## src/rtl/wb_host_pkg.sv

```systemverilog
// wb_host_pkg: shared state encoding and default timeout for wb_host_master.
package wb_host_pkg;
   typedef enum logic [1:0] {IDLE, BUS, RESP} state_t;
   localparam int DEF_TIMEOUT_CYCLES = 255;
endpackage

```

## src/rtl/wb_host_master.sv

```systemverilog
// wb_host_master: single-outstanding command to Wishbone classic master with wait-state timeout.
module wb_host_master
   import wb_host_pkg::*;
#(
   parameter int TIMEOUT_CYCLES = DEF_TIMEOUT_CYCLES,
   parameter int ADR_W          = 32
) (
   input  logic             wb_clk_i,
   input  logic             wb_rst_i,
   input  logic             cmd_valid,
   output logic             cmd_ready,
   input  logic             cmd_we,
   input  logic [3:0]       cmd_sel,
   input  logic [ADR_W-1:0] cmd_adr,
   input  logic [31:0]      cmd_dat,
   output logic             rsp_valid,
   input  logic             rsp_ready,
   output logic [31:0]      rsp_dat,
   output logic             rsp_err,
   output logic             wbm_cyc_o,
   output logic             wbm_stb_o,
   output logic             wbm_we_o,
   output logic [3:0]       wbm_sel_o,
   output logic [ADR_W-1:0] wbm_adr_o,
   output logic [31:0]      wbm_dat_o,
   input  logic [31:0]      wbm_dat_i,
   input  logic             wbm_ack_i,
   output logic             busy
);
   localparam int CW = $clog2(TIMEOUT_CYCLES + 1);
   localparam logic [CW-1:0] LIMIT = CW'(TIMEOUT_CYCLES - 1);
   state_t state, state_n;
   logic [CW-1:0] cnt;
   logic accept, timeout;
   assign cmd_ready = (state == IDLE) && !wb_rst_i;
   assign accept    = cmd_valid && cmd_ready;
   assign timeout   = (cnt == LIMIT) && !wbm_ack_i;
   assign wbm_cyc_o = (state == BUS);
   assign wbm_stb_o = (state == BUS);
   assign rsp_valid = (state == RESP);
   assign busy      = (state != IDLE);
   always_comb begin
      state_n = state;
      case (state)
         IDLE:    state_n = accept ? BUS : IDLE;
         BUS:     state_n = (wbm_ack_i || timeout) ? RESP : BUS;
         RESP:    state_n = rsp_ready ? IDLE : RESP;
         default: state_n = IDLE;
      endcase
   end
   always_ff @(posedge wb_clk_i) begin
      if (wb_rst_i) state <= IDLE;
      else          state <= state_n;
   end
   // ack outside BUS is deliberately never looked at, so stray acks cannot disturb state
   always_ff @(posedge wb_clk_i) begin
      if (wb_rst_i) begin
         wbm_we_o  <= 1'b0;
         wbm_sel_o <= '0;
         wbm_adr_o <= '0;
         wbm_dat_o <= '0;
         rsp_dat   <= '0;
         rsp_err   <= 1'b0;
         cnt       <= '0;
      end else if (accept) begin
         wbm_we_o  <= cmd_we;
         wbm_sel_o <= cmd_sel;
         wbm_adr_o <= cmd_adr;
         wbm_dat_o <= cmd_dat;
         cnt       <= '0;
      end else if (state == BUS) begin
         if (wbm_ack_i) begin
            rsp_dat <= wbm_we_o ? 32'h0 : wbm_dat_i;
            rsp_err <= 1'b0;
         end else if (cnt == LIMIT) begin
            rsp_dat <= 32'h0;
            rsp_err <= 1'b1;
         end else if (cnt != {CW{1'b1}}) begin
            cnt <= cnt + 1'b1;
         end
      end
   end
endmodule
```

## config.mk

```make
export PLATFORM = sky130hd
export DESIGN_NAME = wb_host_master
export DESIGN_NICKNAME = d
export VERILOG_FILES = /design/src/rtl/wb_host_pkg.sv /design/src/rtl/wb_host_master.sv
export SDC_FILE = /design/constraint.sdc
export NUM_CORES = 1
export LEC_CHECK = 0
export BUFFER_PORTS_ARGS = -buffer_cell sky130_fd_sc_hd__buf_2
export CORE_ASPECT_RATIO = 1.4
export CORE_MARGIN = 10
export CORE_UTILIZATION = 45
export CTS_CLUSTER_DIAMETER = 40
export DETAILED_ROUTE_END_ITERATION = 12
export GPL_TIMING_DRIVEN = 1
export PLACE_DENSITY = 0.79
export SYNTH_ARGS = -nofsm -noshare
export SYNTH_HDL_FRONTEND = slang
export SYNTH_SLANG_ARGS = --single-unit
```

## constraint.sdc

```tcl
create_clock -name wb_clk_i -period 1.6 [get_ports wb_clk_i]
set_input_delay 0.32 -clock wb_clk_i [delete_from_list [all_inputs] [get_ports wb_clk_i]]
set_output_delay 0.32 -clock wb_clk_i [all_outputs]
set_load 0.005 [all_outputs]
```

==> summary.txt <==
CTS
  • CTS tree: yes
  • Post-CTS Repair Setup Buffers: 0
  • TritonCTS Buffers: 9
  • Maximum clock path buffer count: 2
  • Number of levels in the clock H-tree: 3
  • Number of sinks on the clock net: between 100 and 150
  • Clk Tree Root Cell: sky130_fd_sc_hd__clkbuf_16
  • Clock latency on the worst-skew pair: around 0.35 ns
  • Clock slew at reported path FFs: about 0.070 ns

Floorplanning
  • Horiz. Die Dim: roughly 100 um
  • Die area: approximately 0.014 mm2
  • Number of rows created at floorplan: 42
  • Initial Utilization: 0.4561
  • Core footprint: 0.009354 mm2
  • Overall die height: 135.2 um
  • Total I/O pin count: ~210

Logic synthesis
  • Post-synthesis net count: between 600 and 700
  • Dominant cells by area after synthesis: sky130_fd_sc_hd__dfxtp_1 53%, sky130_fd_sc_hd__o21ai_0 11%, sky130_fd_sc_hd__nand2b_1 10%
  • Synth Cell Area: about 0.0043 mm2
  • Number of distinct library cells after synthesis: 40
  • Mapped Avg Cell Area: ~8.4 um2
  • Number of standard cells after synthesis: just over 500
  • Part of the Yosys area used for sequential elements: 0.5255
  • Post-synth top cells: 112 x sky130_fd_sc_hd__dfxtp_1, 103 x sky130_fd_sc_hd__nand2_1, 95 x sky130_fd_sc_hd__o21ai_0
  • Cell taking the most area after synthesis: sky130_fd_sc_hd__dfxtp_1
  • Count of flip-flops with a built-in enable after synthesis: 0
  • Yosys warnings: 0
  • Share of flip-flops with an asynchronous set or reset: 0
  • Synth top area share: 0.5255
  • Most used flip-flop cell after synthesis: sky130_fd_sc_hd__dfxtp_1
  • Flop and latch count out of synthesis: 112
  • Most frequent cell after synthesis: sky130_fd_sc_hd__dfxtp_1

Timing
  • Fmax: approximately 650 MHz
  • Fin crit period: between 1.5 and 2 ns
  • Hold violation total from the final report: 0
  • Final Cycle Share: 0.9639
  • Count of pins over their slew limit: 0
  • Worst-case clock skew: ~0.0082 ns
  • Slew @ Worst Pin: ~0.44 ns
  • Setup repair after global routing missed its margin: false
  • Setup violations, final: 0
  • Remaining max-slew budget at the tightest pin: 0.7064
  • Setup total negative slack: 0 ns

Worst setup path
  • Kind of launch point of the worst setup path: flip-flop
  • Worst path max stage delay: between 0.3 and 0.4 ns
  • Worst EP required: 1.28 ns
  • Type of element capturing the critical path: output port
  • Critical setup path kind: reg -> out
  • Cells along the critical path: or2_2 > nor2_1 > buf_2
  • CP Data Arrival Time: 1.22 ns
  • Maximum fanout along the worst path: 6
  • Crit-path slowest cell: sky130_fd_sc_hd__dfxtp_2
  • R2R setup slack: between 0.1 and 0.15 ns

Detailed routing
  • Post-detailed-route via-to-cell ratio: slightly above 5
  • Average routed wire per standard cell: 15.86 um
  • Total via count after detailed routing: 4,152
  • Remaining DRCs: 0
  • First drt pass iteration count: 5
  • Post-route antenna net violation count: 0
  • 1st-iter DRT viols: ~190
  • Detailed-route wire length: 13,040 um

Placed design
  • Final HPWL DP: between 9000 and 10,000 um
  • GPL Wtd Cong: about 0.85
  • Count of port buffers added during placement: between 200 and 250

Global route
  • Global-route usage over all layers: 0.1807
  • Number of antenna violations at the first check in global routing: 0
  • Pin count of the biggest net entering global routing: 61
  • Via count of the first global-routing pass: around 4,000
  • Total gr overflow: 0
  • Global-route wire length before repair: 19,870 um

Pwr
  • Post-route total power: around 0.0060 W
  • Largest vdd supply drop: between 0.5 and 0.6 mV
  • Total power divided by cell area: about 1000 mW/mm2
  • Total leakage power: around 2.6 nW

Finish
  • Antenna diode instance count: 0
  • Fraction of layout instances using a drive strength above 1: 0.3596
  • Layout Area Growth over Synthesis: 36.07%
  • Number of nets in the finished design: 815

Run status
  • Result of the run: complete, no violations

Run
  • Number of maximum-capacitance constraint violations: 0

Min path
  • Path class of the lowest-slack min-delay path: in -> reg
-- cell families (layout without fill, tap and decap cells) --
family / after synthesis / after routing / share of synthesized area
and+or+nand+nor: 202 / 202 / 0.2370
AOI/OAI and AO/OA: 147 / 147 / 0.1815
DFF: 112 / 112 / 0.5255
buffers and inverters: 41 / 246 / 0.04369
adders and majority gates: 2 / 2 / 0.005864
xor gates and xnor gates: 2 / 2 / 0.004106
muxes: 1 / 1 / 0.002346
-- report_power, final --
group | internal, W | switching (W)
clock network | 0.00120 | 0.000986
logic | 0.000395 | 0.000403
registers | 0.00297 | 0.0000926
total | 0.00456 | 0.00148
-- layout by cell type (no fill, tap or decap), types with 3 or more instances in the layout --
cell type | netlist | layout
sky130_fd_sc_hd__dfxtp_1 | 112 | 110
sky130_fd_sc_hd__nand2_1 | 103 | 103
sky130_fd_sc_hd__buf_2 | 13 | 212
sky130_fd_sc_hd__buf_12 | 0 | 6
sky130_fd_sc_hd__nand2b_1 | 70 | 69
sky130_fd_sc_hd__nor2_1 | 9 | 8
sky130_fd_sc_hd__clkbuf_16 | 0 | 9
sky130_fd_sc_hd__nand3_1 | 3 | 3
sky130_fd_sc_hd__buf_4 | 2 | 10
sky130_fd_sc_hd__a21oi_1 | 34 | 34
sky130_fd_sc_hd__o21ai_0 | 95 | 95
sky130_fd_sc_hd__clkinv_2 | 0 | 5
sky130_fd_sc_hd__o21ai_1 | 7 | 7
-- registers in the layout, indices dropped and copies added, names as in the netlist --
signal,count
wbm_we_o,1
wbm_sel_o,4
cnt,8
wbm_dat_o,32
wbm_adr_o,32
rsp_dat,32
rsp_err,1
state,2
-- through the flow --
stage          setup WS (ns)  hold WS (ns)    util  cell area, um2  std cells
3_5_place_dp         0.07675        0.4603  0.5867            5488        806
2_1_floorplan        0.09517        0.4186       -            4267        507
3_3_place_gp          0.1345        0.4498  0.5867            5488        806
6_report             0.05768        0.1616  0.6207            5806        822
5_1_grt            0.0004727        0.1594  0.6207            5806        822
4_1_cts              0.04688        0.1580  0.6185            5786        822
-- path summary, 6_finish.rpt --
check / cells after the start / endpoint / startpoint
max reg2reg: 6 / cnt[3]$_SDFFE_PP0P_ / cnt[0]$_SDFFE_PP0P_
max: 3 / cmd_ready / state[0]$_SDFF_PP0_
min reg2reg: 2 / wbm_adr_o[29]$_SDFFE_PP0P_ / wbm_adr_o[29]$_SDFFE_PP0P_
min: 3 / wbm_sel_o[3]$_SDFFE_PP0P_ / cmd_sel[3]
-- final cells by class --
type	count	area (um2)
Clock buffer	9	225.2
Inverter	2	7.507
Clock inverter	7	62.56
Tap cell	110	137.6
Timing Repair Buffer	228	1256
Sequential cell	112	2245
Fill cell	816	3548
Multi-Input combinational cell	354	1872
-- critical path: cells and delay by family, from the launching register on --
family / cells / cell delay, ns
AND/OR/NAND/NOR: 2 / 0.40
buffers and inverters: 1 / 0.11
flip-flops: 1 / 0.37
-- metal layers --
layer,track usage,share of wire,vias up,routed length [um]
li1,-,-,2073,-
met1,0.1858,0.38,1910,4903
met2,0.3267,0.53,143,6942
met3,0.04699,0.058,26,760
met4,0.08962,0.033,0,432
met5,0,0,-,0
-- repair_timing --
| action | in CTS | in global routing |
|---|---|---|
| hold buffers | 0 | 0 |
| endpoints found under the setup margin | 2 | 21 |
| gates resized for setup | 4 | 5 |
(Power assumes the default switching activity.)
